===== config.mk =====
export PLATFORM = sky130hd
export DESIGN_NAME = button_event_flat
export DESIGN_NICKNAME = d
export VERILOG_FILES = /design/src/rtl/button_event_if.sv /design/src/rtl/button_event.sv /design/src/flat_wrapper.sv
export SDC_FILE = /design/constraint.sdc
export NUM_CORES = 1
export LEC_CHECK = 0
export ABC_CLOCK_PERIOD_IN_PS = 8200
export CORE_AREA = 10 10 70 72
export DETAILED_ROUTE_END_ITERATION = 16
export DIE_AREA = 0 0 80 82
export GPL_TIMING_DRIVEN = 0
export HOLD_SLACK_MARGIN = 0.06
export PLACE_DENSITY = 0.81
export RECOVER_POWER = 100
export SETUP_SLACK_MARGIN = 0.05
export SLEW_MARGIN = 20
export SYNTH_ARGS = -nofsm -noshare
export SYNTH_HDL_FRONTEND = slang
export SYNTH_SLANG_ARGS = --single-unit

===== constraint.sdc =====
create_clock -name clk -period 8.2 [get_ports clk]
set_clock_uncertainty 0.2 [all_clocks]
set_input_delay 1.64 -clock clk [delete_from_list [all_inputs] [get_ports clk]]
set_output_delay 1.64 -clock clk [all_outputs]
set_load 0.03 [all_outputs]

===== src/rtl/button_event_if.sv =====
// rtl/button_event_if.sv - button event bus between debouncer side and game controller
// Purpose: bundles the per-button inputs (tick, btn_in) and the event outputs.
// Ports (slave view, i.e. the button_event block):
//   tick        in   1   one-cycle 1 ms strobe, clk domain
//   btn_in      in   1   debounced button level
//   press       out  1   one-cycle strobe on press
//   release_evt out  1   one-cycle strobe on release
//   long_press  out  1   one-cycle strobe once per press after LONG_MS ticks
//   repeat_evt  out  1   one-cycle strobe every REP_MS ticks after long_press
//   held        out  1   level, high from press until release
//   hold_ms     out  CW  saturating tick count since press
interface button_event_if #(
  parameter int unsigned CW = 12
);
  logic          tick;
  logic          btn_in;
  logic          press;
  logic          release_evt;
  logic          long_press;
  logic          repeat_evt;
  logic          held;
  logic [CW-1:0] hold_ms;

  modport master (
    output tick, btn_in,
    input  press, release_evt, long_press, repeat_evt, held, hold_ms
  );

  modport slave (
    input  tick, btn_in,
    output press, release_evt, long_press, repeat_evt, held, hold_ms
  );
endinterface


===== src/rtl/button_event.sv =====
// rtl/button_event.sv - converts a debounced button level into press/release/long/repeat strobes
// Purpose: one instance per button; measures hold time by counting the external
// 1 ms tick and emits one-clock event strobes plus a saturating hold duration.
// Ports:
//   clk  in  1   system clock
//   rst  in  1   synchronous active-high reset
//   bus  slave modport of button_event_if (tick, btn_in in; events, held, hold_ms out)
module button_event #(
  parameter int unsigned CW         = 12,
  parameter int unsigned LONG_MS    = 800,
  parameter int unsigned REP_MS     = 150,
  parameter bit          ACTIVE_LOW = 1'b0
) (
  input logic           clk,
  input logic           rst,
  button_event_if.slave bus
);

  localparam logic [CW-1:0] LONG_V = CW'(LONG_MS);
  localparam logic [CW-1:0] REP_V  = CW'(REP_MS);

  typedef enum logic [1:0] {
    IDLE    = 2'd0,
    PRESSED = 2'd1,
    LONG    = 2'd2
  } state_t;

  state_t        state;
  logic          s;
  logic          s_prev;
  logic          press_q;
  logic          release_q;
  logic          long_q;
  logic          repeat_q;
  logic          held_q;
  logic [CW-1:0] hold_q;
  logic [CW-1:0] rep_cnt;

  logic          rise;
  logic          fall;
  logic [CW-1:0] hold_inc;
  logic [CW-1:0] rep_inc;

  // The sampler keeps running through reset so a button held across reset
  // looks like a steady level afterwards and never produces a press.
  always_ff @(posedge clk) begin
    s      <= bus.btn_in ^ ACTIVE_LOW;
    s_prev <= s;
  end

  always_comb begin
    rise     = s & ~s_prev;
    fall     = ~s & s_prev;
    hold_inc = (hold_q == '1) ? hold_q : hold_q + CW'(1);
    rep_inc  = rep_cnt + CW'(1);
  end

  // Release is tested before tick so a coincident tick is dropped.
  always_ff @(posedge clk) begin
    if (rst) begin
      state     <= IDLE;
      press_q   <= 1'b0;
      release_q <= 1'b0;
      long_q    <= 1'b0;
      repeat_q  <= 1'b0;
      held_q    <= 1'b0;
      hold_q    <= '0;
      rep_cnt   <= '0;
    end else begin
      press_q   <= 1'b0;
      release_q <= 1'b0;
      long_q    <= 1'b0;
      repeat_q  <= 1'b0;
      case (state)
        IDLE: begin
          if (rise) begin
            press_q <= 1'b1;
            held_q  <= 1'b1;
            hold_q  <= '0;
            rep_cnt <= '0;
            state   <= PRESSED;
          end
        end
        PRESSED: begin
          if (fall) begin
            release_q <= 1'b1;
            held_q    <= 1'b0;
            state     <= IDLE;
          end else if (bus.tick) begin
            hold_q <= hold_inc;
            if (hold_inc == LONG_V) begin
              long_q  <= 1'b1;
              rep_cnt <= '0;
              state   <= LONG;
            end
          end
        end
        LONG: begin
          if (fall) begin
            release_q <= 1'b1;
            held_q    <= 1'b0;
            state     <= IDLE;
          end else if (bus.tick) begin
            hold_q <= hold_inc;
            // rep_cnt keeps counting past hold_ms saturation so repeats continue.
            if (rep_inc == REP_V) begin
              repeat_q <= 1'b1;
              rep_cnt  <= '0;
            end else begin
              rep_cnt <= rep_inc;
            end
          end
        end
        default: begin
          state  <= IDLE;
          held_q <= 1'b0;
        end
      endcase
    end
  end

  assign bus.press       = press_q;
  assign bus.release_evt = release_q;
  assign bus.long_press  = long_q;
  assign bus.repeat_evt  = repeat_q;
  assign bus.held        = held_q;
  assign bus.hold_ms     = hold_q;

endmodule


===== src/flat_wrapper.sv =====
// flat-port wrapper written by rule: the top's interface ports become plain ports
module button_event_flat 
#(
  parameter int unsigned CW         = 12,
  parameter int unsigned LONG_MS    = 800,
  parameter int unsigned REP_MS     = 150,
  parameter bit          ACTIVE_LOW = 1'b0
)
  (clk, rst, bus_tick, bus_btn_in, bus_press, bus_release_evt, bus_long_press, bus_repeat_evt, bus_held, bus_hold_ms);
  button_event_if #(.CW(CW)) bus_i ();
  input logic clk;
  input logic rst;
  input wire logic [$bits(bus_i.tick)-1:0] bus_tick;
  input wire logic [$bits(bus_i.btn_in)-1:0] bus_btn_in;
  output wire logic [$bits(bus_i.press)-1:0] bus_press;
  output wire logic [$bits(bus_i.release_evt)-1:0] bus_release_evt;
  output wire logic [$bits(bus_i.long_press)-1:0] bus_long_press;
  output wire logic [$bits(bus_i.repeat_evt)-1:0] bus_repeat_evt;
  output wire logic [$bits(bus_i.held)-1:0] bus_held;
  output wire logic [$bits(bus_i.hold_ms)-1:0] bus_hold_ms;
  assign bus_i.tick = bus_tick;
  assign bus_i.btn_in = bus_btn_in;
  assign bus_press = bus_i.press;
  assign bus_release_evt = bus_i.release_evt;
  assign bus_long_press = bus_i.long_press;
  assign bus_repeat_evt = bus_i.repeat_evt;
  assign bus_held = bus_i.held;
  assign bus_hold_ms = bus_i.hold_ms;
  button_event #(.CW(CW), .LONG_MS(LONG_MS), .REP_MS(REP_MS), .ACTIVE_LOW(ACTIVE_LOW)) u_core (.clk(clk), .rst(rst), .bus(bus_i));
endmodule

======== After elaboration in Yosys (flattened, before gate mapping) ========
Cells that the tools add are included.
operators by class
  add/subtract/negate cells ............... 2
  multiply operators ...................... 0
  divide/modulo/power cells ............... 0
  order comparisons ....................... 0
  equality and inequality tests ........... 17
  shift operators ......................... 0
  multiplexer cells ....................... 25
  bitwise logic cells ..................... 9
  reduce and logical (&&, ||, !) cells .... 12
operators with widths
  kind                   number
  $mux 12                10
  $pmux 12 s3            1
  $add 12x1->12 const B  2
  $pmux 12 s2            1
  $eq 12x10->1 const B   1
  $eq 12x12->1 const B   1
  $eq 12x8->1 const B    1
  $mux 2                 5
  $ne 2x1->1 const B     5
  $ne 2x2->1 const B     5
  $reduce_and 4->1       2
  $reduce_or 4->1        2
  $not 1->1              7
  $reduce_and 7->1       1
  $mux 1                 6
  $pmux 2 s3             1
  $reduce_or 2->1        3
  $ne 3x1->1 const B     1
  $ne 3x2->1 const B     1
  $reduce_bool 3->1      1
  $and 1x1->1            2
  $eq 2x1->1 const B     1
  $eq 2x2->1 const B     1
  $logic_not 2->1        1
  3 further kinds        3
storage, ports and cells
  register bits ........................... 33
  latch bits .............................. 0
  memory bits (writable) .................. 0
  bits in read-only memories .............. 0
  input bits .............................. 4
  output and inout bits ................... 17
  word-level logic and storage cells ...... 75
  memories kept ........................... 0

======== Longest topological paths before layout ========
  depth in word-level cells ............... 7
  mapped depth ............................ 9
  mapped depth without buffers ............ 8

======== Worst setup path before layout ========
OpenSTA, ideal clock, no wires.
  path type ............................... input-to-reg
  from .................................... input port bus_tick
  to ...................................... register u_core.rep_cnt[8]
  library setup time ...................... 0.075 ns
  data arrival time ....................... 3.363 ns
  setup slack ............................. 4.562 ns
  stages on the path ...................... 6
  cells stage by stage .................... nor3b_1 o21ai_1 or4_4 o31a_1 or4b_1 o22ai_1
on the way
  cells in the longest elaborated chain, start to end .. 2
RTL lines
  what                                 line                 text
  start, declared                      flat_wrapper.sv:13   input wire logic [$bits(bus_i.tick)-1:0] bus_tick;
  $ne 2x2->1 (no source line)          -
  $reduce_and 7->1 (no source line) *  -
  end signal, assigned                 button_event.sv:110  rep_cnt <= rep_inc;
  end, declared                        button_event.sv:37   logic [CW-1:0] rep_cnt;
Mark *: on every way between the ends. The rest lies on a longest branch, timed or not.
A chain may end at the register's enable or synchronous reset.

======== Final worst setup path ========
  from .................................... input port bus_tick
  to ...................................... register u_core.rep_cnt[2]
Same word-level chain as after synthesis.

==> run summary <==
Routed Antenna Nets: 0
met1 Use GR: 0.202
Clock Latency Late Sink: 0.35 ns
Clock transition at path regs: 0.11 ns
CTS tree: done
kind of critical path: in -> reg
Clk Tree Root Cell: clkbuf_4
GR Overflow Total: 0
final hold slack: 0.203 ns
commonest non-fill, non-tap cell in the layout: dfxtp_1
Initial DRC Count: 135
fin nets: 304
IO Count: 21
CP startpoint kind: primary input
Initial Util: 0.574
Max VDD drop: 0.164 mV
GRT met3 Usage: 0.0546
final setup vio count: 0
Worst EP required: 8.24 ns
WHS Path Cells: 0
ys flop type: dfxtp_1
Crit-path slowest cell: o31ai_1
synth warn: 0
CP most frequent cell: o21ai_0
Hold WC Path Type: reg -> reg
Syn Inst Count: 266
H-Tree Depth: 2
CP max FO: 6
count of cell types in the netlist: 53
max incr delay on CP: 0.78 ns
CP Depth: 7
r2r setup slk: 4.37 ns
Rel. slew slack: 0.400
crit-path cells: dlygate4sd3_1 > nor3b_1 > o21ai_0 > or4_1 > o31ai_1 > o21ai_0 > a32o_1
compound-cell area share of the yosys netlist: 0.223
first drt pass iteration count: 4
routed vias/inst: 6.00
syn_area_per_cell: 7.72 um^2
Post-synth ARST share: 0
reg2reg start: u_core.bus.hold_ms[0]
crit path DAT: 4.53 ns
total die area: 6560 um^2
initial antenna violation count: 0
Mapped Nets: 277
Buf+Inv Stages, Crit Path: 1
clock sinks: 33
post-DP HPWL: 3800 um
vias in the first global route: 1935
Crit. End Element: register
die height: 82 um
outcome: finished clean
Clock Tree Buf Depth: 2
first-pass GRT wire length: 9030 um
Die Width: 80 um
RSZ-0062 raised after global routing: no
Post-Synth XOR/XNOR Area: 0.0341
# diodes: 0
mux contribution to synthesized area: 0.0152
most frequent cells in the layout: 33 x dfxtp_1, 23 x nand2_1, 22 x a21oi_1, 22 x nor2_1
TritonCTS Buffers: 5
# hold bufs at CTS: 0
fraction of layout cells with a size suffix above 1: 0.0578
area share of fa/ha/maj cells after synthesis: 0.0426
Post-Synth Simple-Gate Area: 0.318
Setup crit start: bus_tick
Tightest Pin Transition: 0.892 ns
largest net degree at the start of global routing: 12
leakage dissipation: 0.000821 uW
DR WL/cell: 15.0 um
Mapped Area: 2050 um^2
Post-synth EDFFs: 0
GR Layer Usage met2: 0.280
total number of vias: 2052
Area growth, synth to finish: 14.9%
final hold vios: 0
RePlAce Congestion: 0.895
crit path time final: 4.48 ns
Total GRT Usage: 0.168
Post-Route Setup TNS: 0 ns
delay-heaviest family, CP: compound AO/OA/AOI/OAI gates
max-cap violations: 0
core region area: 3580 um^2
global route hottest layer: met2
DRC: 0
worst-case reg-to-reg path depth: 8
max-slew violation count: 0
Pwr per Cell Area: 209 nW/um^2
number of synthesized register bits: 33
final WL: 5130 um
Setup Buffers After CTS: 0
row cnt: 22
largest family of logic cells by synthesized area: simple AND/OR/NAND/NOR gates
crit share post-route: 0.547
fmax: 223 MHz
Seq/Total Area, Yosys: 0.322
post-CTS resize count: 0
number of port buffers: 20
hold_sp: u_core.s
## worst paths after layout
| path | end |
|---|---|
| setup reg to reg | u_core.rep_cnt[2] |
| setup / recovery | u_core.rep_cnt[2] |
| hold / removal | u_core.s_prev |
| hold reg to reg | u_core.s_prev |
## metrics by stage
| step | instance area [um^2] | total power [uW] | setup slack [ns] | std cells | util |
|---|---|---|---|---|---|
| detailed placement | 2310 | 408 | 3.76 | 334 | 0.647 |
| global route | 2360 | 533 | 3.50 | 342 | 0.659 |
| finish | 2360 | 493 | 3.72 | 342 | 0.659 |
| CTS | 2370 | 500 | 4.10 | 342 | 0.662 |
| floorplan | 2050 | 345 | 4.56 | 266 | - |
| global placement | 2310 | 402 | 3.81 | 334 | 0.647 |
## registers in the layout, summed over array words and instances, names as in the netlist
register and count:
u_core.bus.held 1, u_core.bus.repeat_evt 1, u_core.s_prev 1, u_core.bus.press 1, u_core.state 2, u_core.rep_cnt 12
u_core.bus.release_evt 1, u_core.bus.long_press 1, u_core.bus.hold_ms 12, u_core.s 1
## area by class of cell
class | instances | area, um^2
Timing Repair Buffer | 20 | 200
Clock buffer | 5 | 37.5
Clock inverter | 3 | 17.5
Multi-Input combinational cell | 209 | 1290
Tap cell | 48 | 60.1
Sequential cell | 33 | 661
Buffer | 14 | 55.1
Fill cell | 324 | 1220
Inverter | 10 | 37.5
## cell usage after synthesis, types with 2 or more instances
cell type / count / area, um^2
nor2_1: 22 / 82.6
mux2i_1: 2 / 20.0
o31ai_1: 4 / 30.0
xor2_1: 3 / 26.3
nand2b_1: 7 / 43.8
buf_2: 3 / 15.0
or3_1: 2 / 12.5
nand4_1: 5 / 31.3
inv_1: 10 / 37.5
a211oi_1: 5 / 37.5
a21boi_0: 2 / 15.0
dfxtp_1: 33 / 661
nand2_1: 23 / 86.3
nor3b_1: 4 / 30.0
clkbuf_1: 10 / 37.5
or4_1: 2 / 15.0
a32o_1: 2 / 20.0
nor4_1: 5 / 31.3
ha_1: 7 / 87.6
and2_1: 3 / 18.8
nor3_1: 10 / 50.1
a31oi_1: 4 / 25.0
or4_4: 2 / 22.5
a21oi_1: 22 / 110
nand3_1: 18 / 90.1
or4b_1: 2 / 20.0
o32a_1: 2 / 20.0
o21ai_0: 19 / 95.1
nor2b_1: 3 / 18.8
xnor2_1: 5 / 43.8
and4_1: 3 / 26.3
## logic make-up after synthesis
kind of cell,after synthesis
AOI/OAI and AO/OA,72
xor gates and xnor gates,8
adders and majority gates,7
buffers and inverters,24
DFF,33
muxes,3
and+or+nand+nor,119
## power breakdown
part           switching [uW]  total, uW  internal [uW]  leakage, uW
clock                    59.3       91.6           32.3    0.0000310
sequential               10.9        181            170     0.000267
combinational             149        221           72.3     0.000523
## per-layer routing
metal	vias to the layer above	part of all wire
li1	1037	-
met1	952	0.43
met2	54	0.48
met3	9	0.072
met4	0	0.016
met5	-	0
(Power assumes the default switching activity.)
